## src/rtl/alu_share_sched.sv

```systemverilog
`timescale 1ns/1ps
`default_nettype none
// ============================================================================
// Module   : alu_share_sched
// Purpose  : Round-robin scheduler sharing one combinational ALU between NREQ
//            valid/ready requesters; registered result returned per requester.
// Options  : ALU_SCHED_OVF_STICKY_EN adds per-requester sticky overflow flags.
// Revision : 1.0 - initial release
// ============================================================================
module alu_share_sched #(
    parameter int NREQ = 2,
    parameter int DW   = 32,
    parameter int OPW  = 7
) (
    input  logic                 clk,
    input  logic                 rst_n,
    input  logic [NREQ-1:0]      req_valid_i,
    output logic [NREQ-1:0]      req_ready_o,
    input  logic [NREQ*DW-1:0]   req_a_i,
    input  logic [NREQ*DW-1:0]   req_b_i,
    input  logic [NREQ*OPW-1:0]  req_op_i,
    output logic [DW-1:0]        alu_a_o,
    output logic [DW-1:0]        alu_b_o,
    output logic [OPW-1:0]       alu_opcode_o,
    input  logic [DW-1:0]        alu_out_i,
    input  logic [3:0]           alu_cc_i,
    output logic [NREQ-1:0]      rsp_valid_o,
    input  logic [NREQ-1:0]      rsp_ready_i,
    output logic [DW-1:0]        rsp_data_o,
    output logic [3:0]           rsp_cc_o,
    output logic                 busy_o
`ifdef ALU_SCHED_OVF_STICKY_EN
    ,
    output logic [NREQ-1:0]      ovf_sticky_o,
    input  logic [NREQ-1:0]      ovf_clr_i
`endif
);

    localparam int         c_IDW  = (NREQ > 1) ? $clog2(NREQ) : 1;
    localparam logic [1:0] c_IDLE = 2'd0;
    localparam logic [1:0] c_EXEC = 2'd1;
    localparam logic [1:0] c_RESP = 2'd2;

    logic [1:0]       state_q, state_d;
    logic [c_IDW-1:0] rr_ptr_q, rr_ptr_d;
    logic [c_IDW-1:0] cur_id_q;
    logic [DW-1:0]    a_q, b_q, rsp_data_q;
    logic [OPW-1:0]   op_q;
    logic [3:0]       rsp_cc_q;

    logic [NREQ-1:0]  w_grant;
    logic [c_IDW-1:0] w_gnt_id;
    logic [c_IDW-1:0] w_idx;
    logic             w_found;
    logic [c_IDW-1:0] w_next_ptr;

    // First valid requester at or above rr_ptr, wrapping modulo NREQ.
    always_comb begin
        w_grant  = '0;
        w_gnt_id = '0;
        w_idx    = '0;
        w_found  = 1'b0;
        if (state_q == c_IDLE) begin
            for (int k = 0; k < NREQ; k++) begin
                w_idx = c_IDW'((int'(rr_ptr_q) + k) % NREQ);
                if (!w_found && req_valid_i[w_idx]) begin
                    w_found         = 1'b1;
                    w_grant[w_idx]  = 1'b1;
                    w_gnt_id        = w_idx;
                end
            end
        end
    end

    assign req_ready_o = w_grant;
    assign w_next_ptr  = (cur_id_q == c_IDW'(NREQ - 1)) ? '0 : cur_id_q + 1'b1;

    always_comb begin
        state_d  = state_q;
        rr_ptr_d = rr_ptr_q;
        case (state_q)
            c_IDLE: if (w_found) state_d = c_EXEC;
            c_EXEC: state_d = c_RESP;
            c_RESP: begin
                if (rsp_ready_i[cur_id_q]) begin
                    state_d  = c_IDLE;
                    rr_ptr_d = w_next_ptr;
                end
            end
            default: state_d = c_IDLE;
        endcase
    end

    always_ff @(posedge clk or negedge rst_n) begin
        if (!rst_n) begin
            state_q    <= c_IDLE;
            rr_ptr_q   <= '0;
            cur_id_q   <= '0;
            a_q        <= '0;
            b_q        <= '0;
            op_q       <= '0;
            rsp_data_q <= '0;
            rsp_cc_q   <= '0;
        end else begin
            state_q  <= state_d;
            rr_ptr_q <= rr_ptr_d;
            if (w_found) begin
                cur_id_q <= w_gnt_id;
                a_q      <= req_a_i[w_gnt_id*DW +: DW];
                b_q      <= req_b_i[w_gnt_id*DW +: DW];
                op_q     <= req_op_i[w_gnt_id*OPW +: OPW];
            end
            if (state_q == c_EXEC) begin
                rsp_data_q <= alu_out_i;
                rsp_cc_q   <= alu_cc_i;
            end
        end
    end

    // ALU inputs are forced to zero outside EXEC so it sees no stale operands.
    assign alu_a_o      = (state_q == c_EXEC) ? a_q  : '0;
    assign alu_b_o      = (state_q == c_EXEC) ? b_q  : '0;
    assign alu_opcode_o = (state_q == c_EXEC) ? op_q : '0;

    always_comb begin
        rsp_valid_o = '0;
        if (state_q == c_RESP) rsp_valid_o[cur_id_q] = 1'b1;
    end

    assign rsp_data_o = rsp_data_q;
    assign rsp_cc_o   = rsp_cc_q;
    assign busy_o     = (state_q != c_IDLE);

`ifdef ALU_SCHED_OVF_STICKY_EN
    logic [NREQ-1:0] ovf_q;
    logic [NREQ-1:0] w_ovf_set;

    always_comb begin
        w_ovf_set = '0;
        if ((state_q == c_EXEC) && (alu_cc_i[2] | alu_cc_i[1])) w_ovf_set[cur_id_q] = 1'b1;
    end

    always_ff @(posedge clk or negedge rst_n) begin
        if (!rst_n) ovf_q <= '0;
        else        ovf_q <= (ovf_q & ~ovf_clr_i) | w_ovf_set;
    end

    assign ovf_sticky_o = ovf_q;
`endif

endmodule
`default_nettype wire

```

## config.mk

```make
export PLATFORM = sky130hd
export DESIGN_NAME = alu_share_sched
export DESIGN_NICKNAME = d
export VERILOG_FILES = /design/src/rtl/alu_share_sched.sv
export SDC_FILE = /design/constraint.sdc
export NUM_CORES = 1
export LEC_CHECK = 0
export BUFFER_PORTS_ARGS = -buffer_cell sky130_fd_sc_hd__buf_2
export CORE_AREA = 2 2 114 116
export DETAILED_ROUTE_END_ITERATION = 10
export DIE_AREA = 0 0 116 118
export PLACE_DENSITY_LB_ADDON = 0.08
export SETUP_SLACK_MARGIN = 0.2
export SLEW_MARGIN = 20
export SYNTH_ARGS = -nofsm -noshare
export SYNTH_HDL_FRONTEND = slang
export SYNTH_SLANG_ARGS = --single-unit
```

## constraint.sdc

```tcl
create_clock -name clk -period 4.65 [get_ports clk]
set_clock_uncertainty 0.2 [all_clocks]
set_input_delay 1.1625 -clock clk [delete_from_list [all_inputs] [get_ports clk]]
set_output_delay 1.1625 -clock clk [all_outputs]
set_load 0.01 [all_outputs]
```

==> flow_summary_export.csv, run 1 <==
group,metric,value,unit
critical_path,cp-start-kind,"input port",
power,max-vdd-ir-drop,0.4595,mV
routing,drc_errors,0,
floorplanning,core_area,12410,µm²
clock_network,cts_buffer_depth,2,
sta,setup_tns,0,ns
clock_network,cts_hold_buf,0,
synth,syn_area,5757,µm²
floorplanning,ios,296,
routing,antenna_left,0,
routing,dr_wl_met3,1521,µm
critical_path,path_cells,"buf_2 > and3_4 > buf_2",
clock_network,root_buffer,"clkbuf_16",
floorplanning,initial_core_util,46.37,%
grt,grt_max_degree,73,
placement,portBuffers,295,
synth,syn_inst,588,
finish,drive_above_1_share,43.33,%
finish,n_antenna_cell,0,
critical_path,rr_worst_depth,5,
worst_hold_path,hold_class,"flip-flop to flip-flop",
floorplanning,fp-row-count,41,
worst_hold_path,holdPathEnd,"rsp_data_o[15]",
sta,final_max_slew_viol_count,0,
floorplanning,die_area,13690,µm²
critical_path,cp_num_buf_inv,2,
clock_network,post_cts_resize_count,0,
grt,grt_antenna_before_repair,1,
synth,synth_cell_types,25,
synth,synth_area_per_cell,9.790,µm²
placement,hpwlAfterDp,12220,µm
routing,wl_met1,7217,µm
floorplanning,die_h,118,µm
sta,final.period_utilization,72.43,%
critical_path,worstReg2RegEnd,"b_q[7]",
worst_hold_path,min_path_cells,1,
sta,relSlewSlack,44.28,%
synth,yosysSeqAreaShare,48.25,%
clock_network,clk_latency,0.34,ns
sta,fmax,296.9,MHz
routing,routedWlPerCell,17.78,µm
sta,setup_violations,0,
finish,syn2layout_area_growth,31.58,%
critical_path,worstPathRequired,3.29,ns
routing,firstDrtPassIters,4,
finish,nNetsFinal,1026,
sta,worst_slew_pin_slew,0.8358,ns
routing,finalWirelength,18110,µm
routing,top_layer,"met5",
power,p_leak,0.003840,µW
critical_path,slowest_stage,"buf_2",
placement,gp_congestion,0.7926,
critical_path,cp_common_cell,"buf_2",
critical_path,worstPathMaxFanout,29,
routing,viasPerCell,5.598,
critical_path,cp_top_family,"buffers and inverters",
clock_network,post-cts-setup-buffers,0,
clock_network,cts.sinks,111,
routing,first_iter_violations,298,
grt,grt_overflow,0,
critical_path,slowest_delay,0.41,ns
status,status,"complete, no violations",
grt,grt_pass1_wl,28610,µm
critical_path,cp.arrival,2.01,ns
synth,ys_ff_latch,111,
sta,hold_viol,0,
critical_path,criticalPathCategory,"input port to primary output",
grt,grt_pass1_vias,5727,
worst_hold_path,min_from,"rsp_data_o[15]",
clock_network,cts_htree_levels,3,
synth,synth_fp_nets,772,
critical_path,end_kind,"primary output",
critical_path,r2r-start,"state_q[1]",
synth,yosysWarnings,0,
routing,met2_length,9000,µm
power,p_per_area,642.9,nW/µm²
sta,fin_crit,3.368,ns
finish,final_cells,1019,
clock_network,clk_pin_slew_worst_paths,0.07,ns
placement,dpl.cell_count,1003,
routing,routed-via-count,5704,
floorplanning,die_x,116,µm
grt,track_usage,26.15,%
placement,placed_cell_area,7271,µm²
finish,fin_area,7575,µm²
critical_path,r2r_slack,2.07,ns
sta,rsz0062_at_grt,"no",
clock_network,cts_inserted_buffers,9,
clock_network,cts_tree,"yes",
flow_run,max_cap_viol_count,0,
[worst register-to-register path, cell delays in order (launching register included)]
cell	delay (ns)
dfrtp_1	0.46
nor2_4	0.36
buf_4	0.63
o21ai_4	0.16
buf_4	0.29
o311ai_0	0.36
[worst max path at each step]
stage	from	end	slack (ns)	depth (start not counted)
after floorplan	req_valid_i[0]	req_ready_o[1]	1.47	5
after CTS	req_valid_i[1]	req_ready_o[1]	1.26	3
after global routing	req_valid_i[1]	req_ready_o[1]	1.21	3
after global placement	req_valid_i[1]	req_ready_o[1]	1.25	3
after detailed placement	req_valid_i[1]	req_ready_o[1]	1.26	3
final	req_valid_i[1]	req_ready_o[1]	1.28	3
[flip-flops by register name, summed over array words and instances, names as in the netlist]
register    count
a_q            32
b_q            32
rsp_data_o     32
op_q            7
rsp_cc_o        4
state_q         2
cur_id_q        1
rr_ptr_q        1
[stage by stage]
stage | utilization [%] | power (µW) | setup WS, ns | hold WS, ns
CTS | 61.02 | 4907 | 1.261 | 0.3081
global route | 61.02 | 5222 | 1.212 | 0.3179
global placement | 58.57 | 4038 | 1.249 | 0.2833
floorplan | - | 3275 | 1.473 | 0.2758
finish | 61.02 | 4870 | 1.282 | 0.3036
detailed placement | 58.57 | 4111 | 1.261 | 0.2913
[Yosys cell counts (all sizes together)]
library cell / number / area, µm²
nand4: 71 / 444.2
clkinv: 1 / 3.750
a21oi: 1 / 5.000
o21ai: 74 / 374.1
and2: 71 / 444.2
nand2: 1 / 3.750
o21bai: 1 / 7.510
dfrtp: 111 / 2778
inv: 74 / 277.8
and3: 3 / 23.77
o311ai: 71 / 629.4
clkbuf: 48 / 180.2
buf: 16 / 132.6
mux2: 36 / 405.4
a31oi: 1 / 6.260
nor2: 5 / 21.27
nand2b: 2 / 12.51
a21o: 1 / 7.510
[power by group]
group / internal (µW) / switching [µW]
clock network: 425 / 366
logic: 998 / 1380
registers: 1470 / 232
total: 2900 / 1970
[placed cells by master, fill, tap and decap left out, types with 3 or more instances in the layout]
cell,n
inv_1,74
dfrtp_1,111
buf_4,12
nor2_4,3
buf_2,294
nand4_1,71
clkbuf_16,9
o21ai_0,73
mux2_2,36
o311ai_1,68
and2_1,71
inv_6,3
[routing by layer]
layer  vias up  track usage [%]
li1       2638                -
met1      2763            33.19
met2       273            44.55
met3        28            4.943
met4         2            8.482
met5         -                0
[kinds of logic after synthesis]
logic type | share of synthesized area [%]
compound gates | 17.89
buf+inv | 10.32
flops | 48.25
mux | 7.042
simple gates | 16.50
[cell type report]
| class | instances | area, µm² |
|---|---|---|
| Fill cell | 1103 | 4840 |
| Clock inverter | 7 | 78.83 |
| Tap cell | 172 | 215.2 |
| Sequential cell | 111 | 2778 |
| Inverter | 75 | 281.5 |
| Multi-Input combinational cell | 338 | 2415 |
| Timing Repair Buffer | 307 | 1582 |
| Clock buffer | 9 | 225.2 |
Power figures use the tool's default switching activity.
==> run 2, diff against run 1 <==
--- a/config.mk
+++ b/config.mk
@@ -6,9 +6,10 @@
 export NUM_CORES = 1
 export LEC_CHECK = 0
 export BUFFER_PORTS_ARGS = -buffer_cell sky130_fd_sc_hd__buf_2
-export CORE_AREA = 2 2 114 116
+export CORE_ASPECT_RATIO = 1.75
+export CORE_MARGIN = 2
+export CORE_UTILIZATION = 46
 export DETAILED_ROUTE_END_ITERATION = 10
-export DIE_AREA = 0 0 116 118
 export PLACE_DENSITY_LB_ADDON = 0.08
 export SETUP_SLACK_MARGIN = 0.2
 export SLEW_MARGIN = 20
==> constraint.sdc (replaced) <==
create_clock -name clk -period 3.2 [get_ports clk]
set_clock_uncertainty 0.2 [all_clocks]
set_input_delay 0.8 -clock clk [delete_from_list [all_inputs] [get_ports clk]]
set_output_delay 0.8 -clock clk [all_outputs]
set_load 0.01 [all_outputs]
==> run 2 against run 1 <==
Net effect:
- die area fell by 1.7%
- combinational power rose by 47%
- clock power rose by 48%
- setup slack got worse by 0.84 ns
- via count rose by 0.19%
- global-route usage rose by 0.052 points
- cell count rose by 0.20%
- utilization rose by 0.57 points
- power rose by 46%
- worst hold slack got worse by 0.018 ns
- clock-buffer cell count rose by 1
- sequential share of layout area fell by 0.19 points
- critical endpoint is now alu_a_o[12]
- largest cell class unchanged
==> flow_summary_export.csv, run 2 (synthesized netlist as in run 1, its figures left out) <==
group,metric,value,unit
status,status,"complete, no violations",
clock_network,cts_tree,"yes",
clock_network,clk_latency,0.34,ns
critical_path,slowest_stage,"dfrtp_1",
power,p_per_area,935.5,nW/µm²
critical_path,r2r-start,"state_q[1]",
sta,rsz0062_at_grt,"no",
routing,firstDrtPassIters,5,
clock_network,cts_inserted_buffers,9,
sta,final.setup.worst_slack,0.4448,ns
critical_path,worstPathMaxFanout,46,
routing,antenna_left,0,
sta,final.period_utilization,86.10,%
grt,grt_max_degree,73,
placement,gp_congestion,0.8142,
routing,routed-via-count,5715,
routing,finalWirelength,18090,µm
placement,dpl.cell_count,1002,
power,max-vdd-ir-drop,0.6577,mV
critical_path,cp_top_family,"buffers and inverters",
finish,layout_common_cells,"294 x buf_2, 111 x dfrtp_1, 74 x inv_1",
finish,drive_above_1_share,43.41,%
floorplanning,die_h,152.0,µm
sta,final_max_slew_viol_count,0,
grt,track_usage,26.20,%
clock_network,cts_buffer_depth,2,
clock_network,post_cts_resize_count,0,
critical_path,end_kind,"primary output",
sta,relSlewSlack,42.45,%
critical_path,path_cells,"nor2_4 > buf_4 > and2_1 > buf_2",
floorplanning,die_x,88.57,µm
critical_path,slowest_delay,0.47,ns
flow_run,max_cap_viol_count,0,
placement,portBuffers,295,
sta,worst_slew_pin_slew,0.8632,ns
finish,multi_input_area,2415,µm²
power,p_leak,0.003855,µW
finish,nNetsFinal,1029,
worst_hold_path,hold_class,"input port to asynchronous set/reset pin",
sta,fin_crit,2.755,ns
floorplanning,core_area,12360,µm²
routing,drc_errors,0,
sta,fmax,362.9,MHz
sta,hold_viol,0,
power,p_total,7123,µW
floorplanning,initial_core_util,46.56,%
sta,setup_tns,0,ns
critical_path,r2r_slack,0.96,ns
clock_network,cts.sinks,111,
floorplanning,fp-row-count,54,
finish,final_common_cell,"buf_2",
finish,final_cells,1021,
floorplanning,die_area,13460,µm²
critical_path,criticalPathCategory,"flip-flop to primary output",
routing,routedWlPerCell,17.72,µm
clock_network,post-cts-setup-buffers,0,
critical_path,rr_worst_depth,4,
finish,syn2layout_area_growth,32.28,%
placement,hpwlAfterDp,12240,µm
sta,setup_violations,0,
critical_path,worstReg2RegEnd,"b_q[7]",
critical_path,cp.arrival,1.76,ns
placement,place_ws,0.5673,ns
critical_path,cp_num_buf_inv,2,
routing,viasPerCell,5.597,
grt,grt_antenna_before_repair,3,
floorplanning,ios,296,
finish,ff_latch_area,2778,µm²
clock_network,root_buffer,"clkbuf_16",
finish,fill_cells,1101,
critical_path,worstPathRequired,2.20,ns
grt,grt_pass1_vias,5679,
clock_network,cts_htree_levels,3,
grt,grt_overflow,0,
routing,first_iter_violations,320,
critical_path,cp-start-kind,"flip-flop",
clock_network,clk_pin_slew_worst_paths,0.08,ns
grt,grt_pass1_wl,28120,µm
clock_network,cts_hold_buf,0,
-- run 2: cell count changes in the layout (fill, tap and decap cells not counted), moves of 2 or more --
| cell | previous run | this run |
|---|---|---|
| diode_2 | 0 | 3 |
| inv_8 | 0 | 2 |
| inv_6 | 3 | 1 |
| buf_4 | 12 | 14 |
-- run 2: cell type report --
| class | instances | share of cell area [%] |
|---|---|---|
| inverter | 75 | 3.697 |
| antenna | 3 | 0.09859 |
| multi-input combinational | 338 | 31.71 |
| sequential | 111 | 36.48 |
| tap | 168 | 2.760 |
| clock inverter | 6 | 1.019 |
| timing repair buffer | 310 | 21.23 |
| clock buffer | 10 | 3.007 |
-- run 2: worst reg2reg max path, stage by stage, from the launching register on --
cell,delay [ns]
dfrtp_1,0.47
nor2_4,0.25
and3_4,0.22
buf_4,0.64
o311ai_0,0.30
-- run 2: through the flow --
stage,hold slack [ns],util [%],instance area [µm²]
5_1_grt,0.3214,61.59,7615
3_5_place_dp,0.2897,59.05,7301
4_1_cts,0.3063,61.53,7607
6_report,0.2856,61.59,7615
2_1_floorplan,0.2758,-,5757
3_3_place_gp,0.2834,59.05,7301
-- run 2: power by group --
part | leakage (µW) | switching, µW | internal, µW
combinational | 0.00240 | 2000 | 1490
clock | 0.000147 | 544 | 624
sequential | 0.00131 | 324 | 2140
-- run 2: worst max-delay path by stage --
stage                         startpoint              to  slack [ns]  cells after the start
final                         state_q[1]     alu_a_o[12]        0.44                      4
after global routing          state_q[0]      alu_a_o[6]        0.33                      5
after CTS                     state_q[0]     alu_a_o[12]        0.42                      5
after detailed placement  req_valid_i[1]          b_q[7]        0.57                      5
after global placement    req_valid_i[1]          b_q[7]        0.59                      5
after floorplan           req_valid_i[0]  req_ready_o[1]        0.75                      5
-- run 2: layer usage --
layer / up-vias / part of all wire (%) / track usage (%) / wire [µm]
li1: 2645 / - / - / -
met1: 2741 / 37 / 32.02 / 6774
met2: 289 / 52 / 43.86 / 9360
met3: 40 / 7.4 / 4.671 / 1343
met4: 0 / 3.4 / 12.12 / 614
met5: - / 0 / 0 / 0
